===== src/rtl/radix_min_sorter.sv =====
// Streaming radix sorter: loads M keys, then emits them one per handshake in sorted order
// with their slot index, using an MSB-first bit-elimination scan per extracted element.
module radix_min_sorter #(
   parameter int M       = 8,
   parameter int W       = 16,
   parameter int DESCEND = 0,
   localparam int IDXW   = $clog2(M)
) (
   input  logic                  i_clk,
   input  logic                  i_rst,
   input  logic                  i_valid,
   output logic                  o_ready,
   input  logic [M-1:0][W-1:0]   i_keys,
   input  logic [M-1:0]          i_mask,
   output logic                  o_valid,
   input  logic                  i_ready,
   output logic [W-1:0]          o_key,
   output logic [IDXW-1:0]       o_idx,
   output logic                  o_last,
   output logic                  o_busy
);

   localparam int BW = (W > 1) ? $clog2(W) : 1;

   typedef enum logic [1:0] {IDLE, SCAN, OUT} state_t;

   state_t            state_reg, state_next;
   logic [W-1:0]      keys_reg [M];
   logic [M-1:0]      r_reg, r_next;
   logic [M-1:0]      a_reg, a_next;
   logic [BW-1:0]     b_reg, b_next;
   logic [W-1:0]      key_reg, key_next;
   logic [IDXW-1:0]   idx_reg, idx_next;
   logic              last_reg, last_next;

   logic [M-1:0]      bitcol;
   logic [M-1:0]      z;
   logic [M-1:0]      a_upd;
   logic [M-1:0]      r_drop;
   logic [IDXW-1:0]   sel;
   logic              r_single;
   logic              load;

   assign load = (state_reg == IDLE) && i_valid;

   genvar gi;
   generate
      for (gi = 0; gi < M; gi++) begin : g_slot
         assign bitcol[gi] = keys_reg[gi][b_reg];

         always_ff @(posedge i_clk) begin
            if (load) begin
               keys_reg[gi] <= i_keys[gi];
            end
         end
      end
   endgenerate

   // Survivors keep the preferred bit value; if nobody has it, everyone survives.
   assign z     = (DESCEND != 0) ? (a_reg & bitcol) : (a_reg & ~bitcol);
   assign a_upd = (z != '0) ? z : a_reg;

   always_comb begin
      sel = '0;
      for (int i = M - 1; i >= 0; i--) begin
         if (a_upd[i]) begin
            sel = IDXW'(i);
         end
      end
   end

   assign r_drop   = r_reg & ~(M'(1) << idx_reg);
   assign r_single = (r_reg != '0) && ((r_reg & (r_reg - M'(1))) == '0);

   always_comb begin
      state_next = state_reg;
      r_next     = r_reg;
      a_next     = a_reg;
      b_next     = b_reg;
      key_next   = key_reg;
      idx_next   = idx_reg;
      last_next  = last_reg;
      case (state_reg)
         IDLE: begin
            if (i_valid) begin
               r_next = i_mask;
               if (i_mask != '0) begin
                  a_next     = i_mask;
                  b_next     = BW'(W - 1);
                  state_next = SCAN;
               end
            end
         end
         SCAN: begin
            a_next = a_upd;
            if (b_reg != '0) begin
               b_next = b_reg - BW'(1);
            end else begin
               key_next   = keys_reg[sel];
               idx_next   = sel;
               last_next  = r_single;
               state_next = OUT;
            end
         end
         OUT: begin
            if (i_ready) begin
               r_next = r_drop;
               if (r_drop == '0) begin
                  state_next = IDLE;
               end else begin
                  a_next     = r_drop;
                  b_next     = BW'(W - 1);
                  state_next = SCAN;
               end
            end
         end
         default: state_next = IDLE;
      endcase
   end

   always_ff @(posedge i_clk) begin
      if (i_rst) begin
         state_reg <= IDLE;
         r_reg     <= '0;
         a_reg     <= '0;
         b_reg     <= '0;
         key_reg   <= '0;
         idx_reg   <= '0;
         last_reg  <= 1'b0;
      end else begin
         state_reg <= state_next;
         r_reg     <= r_next;
         a_reg     <= a_next;
         b_reg     <= b_next;
         key_reg   <= key_next;
         idx_reg   <= idx_next;
         last_reg  <= last_next;
      end
   end

   assign o_ready = (state_reg == IDLE);
   assign o_busy  = (state_reg != IDLE);
   assign o_valid = (state_reg == OUT);
   assign o_key   = key_reg;
   assign o_idx   = idx_reg;
   assign o_last  = (state_reg == OUT) && last_reg;

endmodule


===== config.mk =====
export PLATFORM = sky130hd
export DESIGN_NAME = radix_min_sorter
export DESIGN_NICKNAME = d
export VERILOG_FILES = /design/src/rtl/radix_min_sorter.sv
export SDC_FILE = /design/constraint.sdc
export NUM_CORES = 1
export LEC_CHECK = 0
export BUFFER_PORTS_ARGS = -buffer_cell sky130_fd_sc_hd__buf_2
export CAP_MARGIN = 20
export CORE_MARGIN = 3
export CORE_UTILIZATION = 51
export CTS_CLUSTER_DIAMETER = 120
export DETAILED_ROUTE_END_ITERATION = 10
export HOLD_SLACK_MARGIN = 0.15
export PLACE_DENSITY = 0.75
export SLEW_MARGIN = 10
export SYNTH_ARGS = -nofsm -noshare
export SYNTH_HDL_FRONTEND = slang
export SYNTH_SLANG_ARGS = --single-unit
export TNS_END_PERCENT = 20

===== constraint.sdc =====
create_clock -name i_clk -period 10.6 [get_ports i_clk]
set_clock_uncertainty 0.15 [all_clocks]
set_input_delay 1.59 -clock i_clk [delete_from_list [all_inputs] [get_ports i_clk]]
set_output_delay 1.59 -clock i_clk [all_outputs]
set_load 0.02 [all_outputs]

---- Word level (Yosys, flattened, before mapping) ----
Memory sizes are Yosys's and may differ from the RTL's. A register that Yosys moved wholly into a read port is not among the register bits.
Index checks and enable logic that the tools add are counted.
storage, ports and cells
  RAM bits ................................ 128
  register bits after elaboration ......... 26
  output and inout port bits .............. 23
  bits in read-only memories .............. 0
  memories ................................ 1
  bits in latches ......................... 0
  word-level logic and storage cells ...... 90
memories
  name      words  bits a word  read ports  clocked after Yosys merged registers in  wr ports  RTL line  source
  keys_reg  8      16           9           1                                        8         28        logic [W-1:0] keys_reg [M];
operators by class
  shift operators ......................... 1
  magnitude comparators ................... 1
  multiplexer cells ....................... 47
  bitwise logic cells ..................... 6
  reduce and logical (&&, ||, !) cells .... 18
  $add $sub $neg .......................... 2
  div/mod/pow operators ................... 0
  eq/ne operators ......................... 8
  multipliers ............................. 0
operators with widths
  operator             number
  $mux 8               7
  $bmux 1 s4           8
  $and 8x8->8          3
  $mux 3               8
  $pmux 8 s3           1
  $reduce_bool 8->1    3
  $mux 4               5
  $logic_not 8->1      2
  $not 8->8            2
  $pmux 8 s2           1
  $pmux 4 s3           1
  $mux 1               11
  $mux 2               4
  $ne 2x2->1 const B   4
  $shl 1x3->8 const A  1
  $sub 8x1->8 const B  1
  $pmux 2 s3           1
  $reduce_and 6->1     1
  $lt 4x5->1 const B   1
  $reduce_and 5->1     1
  $ne 2x1->1 const B   2
  $reduce_and 4->1     1
  $reduce_bool 2->1    2
  $reduce_bool 4->1    1
  other kinds (9)      11

---- Logic depth before layout (Yosys ltp) ----
Gate-level depths: netlist of the first run.
An unclocked memory read counts as a cell.
  depth in word-level cells ............... 15
  gate-level depth with buffers ........... 15
  gate-level depth less buffers ........... 10

---- Worst setup path after synthesis of the first run ----
No wires, ideal clock.
  path type ............................... input port to flip-flop
  start ................................... in i_valid
  end ..................................... mem keys_reg[0][0] (enable)
  data arrival time ....................... 4,508 ps
  setup time .............................. 502 ps
  stages .................................. 1
  path slack .............................. 5,440 ps
  cell sequence ........................... and2_1
RTL lines
  item                RTL line  source
  start: declaration  11        input logic i_valid,
  end: declaration    28

---- Worst setup path in the final report of the first run ----
  start ................................... reg b_reg[0]
  end ..................................... reg key_reg[10] (netlist: o_key[10]) (read register of keys_reg)
on the way
  longest elaborated chain between the ends .. 14
RTL lines
  item                          RTL line  source
  start: declaration            31        logic [BW-1:0] b_reg, b_next;
  start signal: assignment      134       b_reg <= b_next;
  $bmux 1 s4                    49        assign bitcol[gi] = keys_reg[gi][b_reg];
  $mux 1 (not written as such)  49
  $not 8->8                     60        assign z = (DESCEND != 0) ? (a_reg & bitcol) : (a_reg & ~bitcol);
  $and 8x8->8                   60
  $reduce_bool 8->1             61        assign a_upd = (z != '0) ? z : a_reg;
  $mux 8                        61
  $mux 3 (8 in a row)           66        if (a_upd[i]) begin
  end: declaration              32        logic [W-1:0] key_reg, key_next;
Several ways; a longest one is shown, not always the timed one. The select of a mux whose other input is x is not followed.
A chain may end at the register's enable or synchronous reset.

==> results of run 1 <==
## through the flow
stage / util [%] / std cells / instance area [um2]
2_1_floorplan: - / 646 / 8330
3_3_place_gp: 57.8 / 990 / 9220
3_5_place_dp: 57.8 / 990 / 9220
4_1_cts: 61.2 / 1022 / 9760
5_1_grt: 61.3 / 1023 / 9770
6_report: 61.3 / 1023 / 9770
## cells in the final DEF, fill, tap and decap left out, types with 5 or more instances in the layout
master     synthesis  final
buf_2              6    162
nand2_1           66     66
o211ai_1           9      9
a2bb2oi_1          6      6
nand3_1           14     14
o21ai_0           21     21
inv_1             14     14
nor2_1            36     36
mux4_2            26     26
a21oi_1           29     29
mux2i_1           68     68
dfxtp_1           42     41
nor3_1             7      6
clkbuf_16          0     17
a221o_1           10     10
nand2b_1           5      5
ha_1               6      6
buf_4              3      7
mux2_2            11     11
edfxtp_1         128    128
o22ai_1           17     17
a311oi_1           7      7
mux2_1            10     10
## worst reg2reg max path, delay by kind of cell, from the launching register on
family	cells	cell delay (ns)
AO/OA/AOI/OAI	5	1.33
buffers and inverters	1	0.55
AND/OR/NAND/NOR	2	0.38
multiplexers	3	1.28
flip-flops	1	0.95
## report_power, final
part / leakage [nW] / internal (mW) / switching [mW]
clock network: 0.265 / 0.303 / 0.266
logic: 1.98 / 0.698 / 0.945
registers: 1.57 / 0.915 / 0.172
## routing by layer
layer | vias to the layer above | global-route usage (%) | wire length (um)
li1 | 2825 | - | -
met1 | 2997 | 30.7 | 8580
met2 | 334 | 42.6 | 11300
met3 | 60 | 5.59 | 1700
met4 | 0 | 10.8 | 809
met5 | - | 0 | 0
## worst paths after layout
path	cells after the start	startpoint	end
min	2	last_reg$_SDFFE_PP0P_	last_reg$_SDFFE_PP0P_
min reg2reg	2	last_reg$_SDFFE_PP0P_	last_reg$_SDFFE_PP0P_
max reg2reg	11	b_reg[0]$_SDFFE_PP0P_	o_key[10]$_SDFFE_PP0P_
max	11	b_reg[0]$_SDFFE_PP0P_	o_key[10]$_SDFFE_PP0P_
## cell type report
type | instances | area [um2]
multi-input cells | 420 | 3350
flip-flops and latches | 170 | 4690
clock buffers | 17 | 425
clock inverters | 15 | 114
repair buffers | 169 | 863
fillers | 1268 | 6180
well taps | 216 | 270
inverters | 16 | 60.1
## cell usage after synthesis, types with 4 or more instances
| cell | n |
|---|---|
| edfxtp_1 | 128 |
| mux2i_1 | 68 |
| nand2_1 | 66 |
| dfxtp_1 | 42 |
| nor2_1 | 36 |
| a21oi_1 | 29 |
| mux4_2 | 26 |
| o21ai_0 | 21 |
| clkbuf_1 | 19 |
| o22ai_1 | 17 |
| inv_1 | 14 |
| nand3_1 | 14 |
| buf_6 | 11 |
| mux2_2 | 11 |
| a221o_1 | 10 |
| mux2_1 | 10 |
| o211ai_1 | 9 |
| a311oi_1 | 7 |
| nor3_1 | 7 |
| a2bb2oi_1 | 6 |
| buf_2 | 6 |
| ha_1 | 6 |
| nand2b_1 | 5 |
| a221oi_1 | 4 |
## cell families (layout without fill, tap and decap cells)
family	Yosys count	after routing	share of synthesized area, %
buffers and inverters	56	217	3.74
muxes	115	115	18.0
AOI/OAI and AO/OA	143	143	12.3
adders and majority gates	7	7	1.02
and+or+nand+nor	155	155	8.64
DFF	170	170	56.3
==> results.yml, run 1 <==
sta:
  tightest_slew_ns: 1.04
  hold_violations: 0
  rsz0062_at_grt: "false"
  hold_ws_ns: 0.318
  finalCritPeriodShare_pct: 44.8
  fin_crit_ns: 4.75
  tns_ns: 0
  setup_violations: 0
  setup_ws_ns: 5.85
  max_freq_mhz: 211
  final-max-slew-violation-count: 0
  slew_headroom_pct: 30.9
clocking:
  cts_resized: 0
  clk_pin_slew_worst_paths_ns: 0.07
  cts_made_buffers: 17
  clock_path_buffers: 2
  postCtsSetupRepairBufs: 0
  clkLatencyLatePin_ns: 0.43
  cts-root-buf: "clkbuf_16"
  cts_hold_buf: 0
  htree_levels: 4
  cts.sinks: 170
  cts_tree: "done"
logic_synthesis:
  ys_seq_area_share_pct: 56.3
  avgSynthCellArea_um2: 12.9
  synthTopCellsByArea: "edfxtp_1, dfxtp_1, mux2i_1, mux4_2, nand2_1"
  ys.flop_type: "edfxtp_1"
  syn-num-nets: 792
  synth-edff-count: 128
  synth_top_area_share_pct: 46.2
  ys_seq_elements: 170
  yosys_warnings: 0
  async_flop_share_pct: 0
  synth_cell_types: 69
  synthCells: 646
  yosys.area.top_type: "edfxtp_1"
  netlist_area_um2: 8330
layout:
  largest_register_ff_count: 128
  syn2layout_area_growth_pct: 17.3
  drive_above_1_share_pct: 31.6
  num_antenna_cells: 0
  fin_nets: 940
power_and_ir_drop:
  leakage_nw: 3.82
  peakVddDrop_mv: 0.224
  p_per_area_nw_per_um2: 338
  p_total_mw: 3.30
route:
  first_pass_iters: 5
  wirelength_um: 22400
  dr.first_iter.drc_count: 471
  antenna_left: 0
  avgViaCountPerCell: 6.08
  num_vias: 6216
  wl_per_cell_um: 21.9
  drc: 0
min_path:
  holdCritPathClass: "flip-flop to flip-flop"
setup_path:
  cp-end-kind: "flip-flop"
  crit_path_max_incr_delay_ns: 0.95
  cp_slowest_cell: "dfxtp_2"
  crit_buf_inv: 1
  r2r_slack_ns: 5.85
  cpMostUsedCell: "mux2i_1"
  crit_chain: "mux4_2 > mux2i_1 > nand3_1 > a31o_1 > nor3b_2 > a21oi_1 > o22a_2 > buf_4 > mux2i_1 > o22ai_1 > a221o_1"
  crit_type: "flip-flop to flip-flop"
  cp_max_fo: 35
  cp.required_ns: 10.77
  crit_arrival_ns: 4.92
  critPathLaunchType: "flip-flop"
  critical_path.top_delay_family: "compound AO/OA/AOI/OAI gates"
global_route:
  grt_pass1_wl_um: 34300
  grt_max_degree: 87
  grt_pass1_vias: 6354
  antenna_found_initial: 0
  grt-ovfl-total: 0
  track_usage_pct: 25.0
die:
  die_h_um: 134
  die_w_um: 134
  dieArea_um2: 17900
  start_util_pct: 52.2
  core_um2: 15900
  placementRows: 46
  io_pins: 163
placement:
  hpwl_um: 16700
  gp_congestion: 0.936
  dp_slack_ns: 5.87
  io_buffers: 162
run:
  maxCapViolations: 0
outcome:
  status: "finished, final reports clean"
Note: power is estimated with default switching activity, not from simulation.
==> run 2: changes to the inputs <==
clock period = 4.8 ns   (was 10.6 ns; I/O delays follow)
==> run 2 against run 1 <==
  * Register-to-register slack got worse by 5.4 ns
  * Clock-buffer cell count unchanged
  * Global-route usage is 0.79 points higher
  * Sequential power grew 120%
  * Largest power group unchanged
  * Critical path depth is 1 higher
  * Combinational power is 130% higher
  * Sequential share of layout area fell by 0.46 points
  * Power grew 120%
  * Final cell count is 0.59% higher
  * Cell area grew 0.97%
  * Utilization increased by 0.60 points
  * Sequential cell count did not move
==> results.yml, run 2 (synthesized netlist as in run 1, its figures left out) <==
global_route:
  grt-ovfl-total: 0
  antenna_found_initial: 0
  track_usage_pct: 25.7
  grt_max_degree: 48
  grt_pass1_vias: 6397
  grt_pass1_wl_um: 35500
route:
  dr.first_iter.drc_count: 538
  num_vias: 6286
  first_pass_iters: 5
  antenna_left: 0
  drc: 0
  wirelength_um: 22800
  avgViaCountPerCell: 6.11
  wl_per_cell_um: 22.2
sta:
  hold_ws_ns: 0.314
  fin_crit_ns: 4.31
  tightest_slew_ns: 1.11
  finalCritPeriodShare_pct: 89.8
  rsz0062_at_grt: "false"
  tns_ns: 0
  setup_violations: 0
  final-max-slew-violation-count: 0
  hold_violations: 0
  max_freq_mhz: 232
  slew_headroom_pct: 25.8
die:
  dieArea_um2: 17900
  placementRows: 46
  die_w_um: 134
  io_pins: 163
  die_h_um: 134
  start_util_pct: 52.2
  core_um2: 15900
min_path:
  worst_hold_startpoint: "last_reg$_SDFFE_PP0P_"
  holdCritPathClass: "flip-flop to flip-flop"
power_and_ir_drop:
  leakage_nw: 3.87
  peakVddDrop_mv: 0.473
  p_total_mw: 7.41
  p_per_area_nw_per_um2: 751
run:
  maxCapViolations: 0
clocking:
  clkLatencyLatePin_ns: 0.42
  cts.sinks: 170
  cts_made_buffers: 17
  cts_tree: "done"
  htree_levels: 4
  clock_path_buffers: 2
  clk_pin_slew_worst_paths_ns: 0.07
  cts_resized: 0
  cts_hold_buf: 0
  postCtsSetupRepairBufs: 0
  cts-root-buf: "clkbuf_16"
setup_path:
  crit_arrival_ns: 4.47
  crit_buf_inv: 2
  reg2reg_from: "b_reg[0]$_SDFFE_PP0P_"
  cp-end-kind: "flip-flop"
  crit_path_max_incr_delay_ns: 0.68
  crit_type: "flip-flop to flip-flop"
  cpMostUsedCell: "buf_12"
  cp_max_fo: 21
  critPathLaunchType: "flip-flop"
  cp_slowest_cell: "o22a_2"
  crit_path_start: "b_reg[0]$_SDFFE_PP0P_"
  critical_path.top_delay_family: "compound AO/OA/AOI/OAI gates"
  crit_chain: "buf_12 > mux4_2 > mux2_2 > nand2_1 > a32oi_2 > nor3b_4 > a21oi_1 > o22a_2 > buf_12 > mux2i_1 > o22ai_1 > a221o_1"
  cp.required_ns: 4.96
layout:
  fin_nets: 946
  utilization_pct: 61.9
  fill_cells: 1290
  layout_common_cells: "buf_2, edfxtp_1, mux2i_1"
  final_common_cell: "buf_2"
  largest_register_ff_count: 128
  drive_above_1_share_pct: 32.1
  num_antenna_cells: 0
  syn2layout_area_growth_pct: 18.4
  design_area_um2: 9860
placement:
  io_buffers: 162
  gp_congestion: 0.907
  place_area_um2: 9280
  hpwl_um: 17600
outcome:
  status: "finished, final reports clean"
-- run 2: final cells by class --
class / instances / area, um2 / area share (%)
clock inverter: 15 / 141 / 1.43
timing repair buffer: 175 / 933 / 9.47
clock buffer: 17 / 425 / 4.31
multi-input combinational: 420 / 3340 / 33.9
tap: 216 / 270 / 2.74
sequential: 170 / 4690 / 47.5
inverter: 16 / 60.1 / 0.609
-- run 2: worst min-delay path, delay by kind of cell, from the launching register on --
kind | cells | cell delay [ns]
DFF | 1 | 0.31
AOI/OAI and AO/OA | 1 | 0.05
and+or+nand+nor | 1 | 0.05
-- run 2: worst paths after layout --
kind / end / slack, ns / cells after the start
setup reg to reg: o_key[10]$_SDFFE_PP0P_ / 0.49 / 12
setup / recovery: o_key[10]$_SDFFE_PP0P_ / 0.49 / 12
hold / removal: last_reg$_SDFFE_PP0P_ / 0.31 / 2
hold reg to reg: last_reg$_SDFFE_PP0P_ / 0.31 / 2
-- run 2: stage by stage --
step,worst slack [ns],std cells
global route,0.269,1029
floorplan,0.456,646
finish,0.489,1029
detailed placement,0.543,996
CTS,0.510,1028
global placement,0.643,996
-- run 2: per-layer routing --
layer / vias up / wire length (um) / track usage [%]
met4: 0 / 846 / 10.2
met2: 331 / 11600 / 44.3
met3: 57 / 1630 / 5.51
met5: - / 0 / 0
met1: 3067 / 8710 / 31.9
li1: 2831 / - / -
-- run 2: power by group --
part           leakage, nW  switching, mW  internal [mW]
sequential            1.57          0.353           2.02
combinational         2.02           2.10           1.62
clock                0.277          0.587          0.726
==> run 3: changes to the inputs <==
CORE_UTILIZATION = 50   (was 51)
PLACE_DENSITY = 0.76   (was 0.75)
SKIP_CTS_REPAIR_TIMING = 1   (was not set)
clock period = 3.7 ns   (was 4.8 ns; I/O delays follow)
==> run 3 against run 2 <==
  * Critical path depth unchanged
  * Clock power increased by 37%
  * First-iteration DRC count up 9.1%
  * Die area increased by 1.9%
  * Critical endpoint is now o_key[11]$_SDFFE_PP0P_
  * Highest routed layer unchanged
  * Largest power group unchanged
  * Sequential cell count unchanged
==> results.yml, run 3 (synthesized netlist as in run 1, its figures left out) <==
outcome:
  status: "finished, final reports clean"
setup_path:
  cp_slowest_cell: "mux4_2"
  crit_chain: "buf_12 > mux4_2 > mux2i_2 > nand3_1 > a31o_1 > nor3b_4 > a32o_1 > o22a_2 > buf_4 > mux2i_1 > a2bb2oi_1 > o211ai_1"
  crit_path_max_incr_delay_ns: 0.53
  cp.required_ns: 3.86
  cp_max_fo: 18
  cp-end-kind: "flip-flop"
  crit_type: "flip-flop to flip-flop"
  crit_arrival_ns: 3.85
  critPathLaunchType: "flip-flop"
clocking:
  cts_tree: "done"
  cts_made_buffers: 17
  clock_path_buffers: 2
  clk_pin_slew_worst_paths_ns: 0.07
  htree_levels: 4
  cts.sinks: 170
  clkLatencyLatePin_ns: 0.44
  cts-root-buf: "clkbuf_16"
die:
  dieArea_um2: 18200
  core_um2: 16100
  io_pins: 163
  die_w_um: 135
  die_h_um: 135
  placementRows: 46
  start_util_pct: 51.7
layout:
  instances_no_fill: 1170
  num_antenna_cells: 0
  drive_above_1_share_pct: 30.2
  layout_common_cells: "buf_2, edfxtp_1, dlygate4sd3_1"
  syn2layout_area_growth_pct: 36.2
  largest_register_ff_count: 128
  final_common_cell: "buf_2"
  fin_nets: 1087
placement:
  gp_congestion: 0.976
  placed_cells: 1017
  dp_slack_ns: 0.0540
  io_buffers: 162
  hpwl_um: 17000
sta:
  slew_headroom_pct: 59.5
  tns_ns: 0
  finalCritPeriodShare_pct: 99.8
  fin_crit_ns: 3.69
  hold_ws_ns: 0.148
  hold_violations: 0
  tightest_slew_ns: 0.608
  final-max-slew-violation-count: 0
  max_freq_mhz: 271
  setup_violations: 0
  setup_ws_ns: 0.00646
global_route:
  grt_pass1_vias: 6383
  grt-ovfl-total: 0
  track_usage_pct: 24.7
  antenna_found_initial: 0
  grt_max_degree: 67
  grt_pass1_wl_um: 34400
route:
  num_vias: 6954
  drc: 0
  avgViaCountPerCell: 5.94
  dr.first_iter.drc_count: 587
  first_pass_iters: 5
  wl_per_cell_um: 22.2
  wirelength_um: 25900
  antenna_left: 0
power_and_ir_drop:
  peakVddDrop_mv: 0.560
  p_total_mw: 10.3
  leakage_nw: 4.51
  p_per_area_nw_per_um2: 912
run:
  maxCapViolations: 0
min_path:
  holdCritPathClass: "input port to flip-flop"
## run 3: cell count changes in the layout (fill, tap and decap cells not counted), moves of 3 or more
cell	change
clkinv_2	-3
a21oi_1	-3
dlygate4sd3_1	+120
a21oi_2	+3
buf_12	+5
buf_4	+15
## run 3: worst paths after layout
kind / from / endpoint / slack (ns) / depth (start not counted)
max: b_reg[0]$_SDFFE_PP0P_ / o_key[11]$_SDFFE_PP0P_ / 0.006 / 12
min: i_keys[118] / keys_reg[7][6]$_DFFE_PP_ / 0.15 / 1
max reg2reg: b_reg[0]$_SDFFE_PP0P_ / o_key[11]$_SDFFE_PP0P_ / 0.006 / 12
min reg2reg: last_reg$_SDFFE_PP0P_ / last_reg$_SDFFE_PP0P_ / 0.31 / 2
## run 3: cell type report
type | count | area [um2]
Timing Repair Buffer | 316 | 2360
Multi-Input combinational cell | 420 | 3380
Inverter | 16 | 63.8
Clock buffer | 17 | 425
Fill cell | 1068 | 4770
Tap cell | 216 | 270
Clock inverter | 15 | 156
Sequential cell | 170 | 4690
## run 3: where the power goes
group | switching, mW | internal [mW]
clock | 0.841 | 0.954
sequential | 0.409 | 2.61
combinational | 2.96 | 2.57
total | 4.21 | 6.14
## run 3: per-stage QoR
| stage | util, % | area, um2 |
|---|---|---|
| final | 70.4 | 11300 |
| after global routing | 70.4 | 11300 |
| after CTS | 62.6 | 10100 |
| after detailed placement | 59.0 | 9500 |
| after global placement | 59.0 | 9500 |
| after floorplan | - | 8330 |
## run 3: per-layer routing
metal | routed length, um | GRT usage (%) | vias to the layer above
met5 | 0 | 0 | -
met4 | 913 | 11.3 | 0
met1 | 9550 | 31.2 | 3386
met3 | 1900 | 4.58 | 69
met2 | 13600 | 41.5 | 382
li1 | - | - | 3117
## run 3: worst max-delay path, delay by kind of cell (launching register included)
family          cells  cell delay (ns)
buf+inv             2             0.40
simple gates        2             0.39
flops               1             0.37
compound gates      5             1.27
mux                 3             0.98
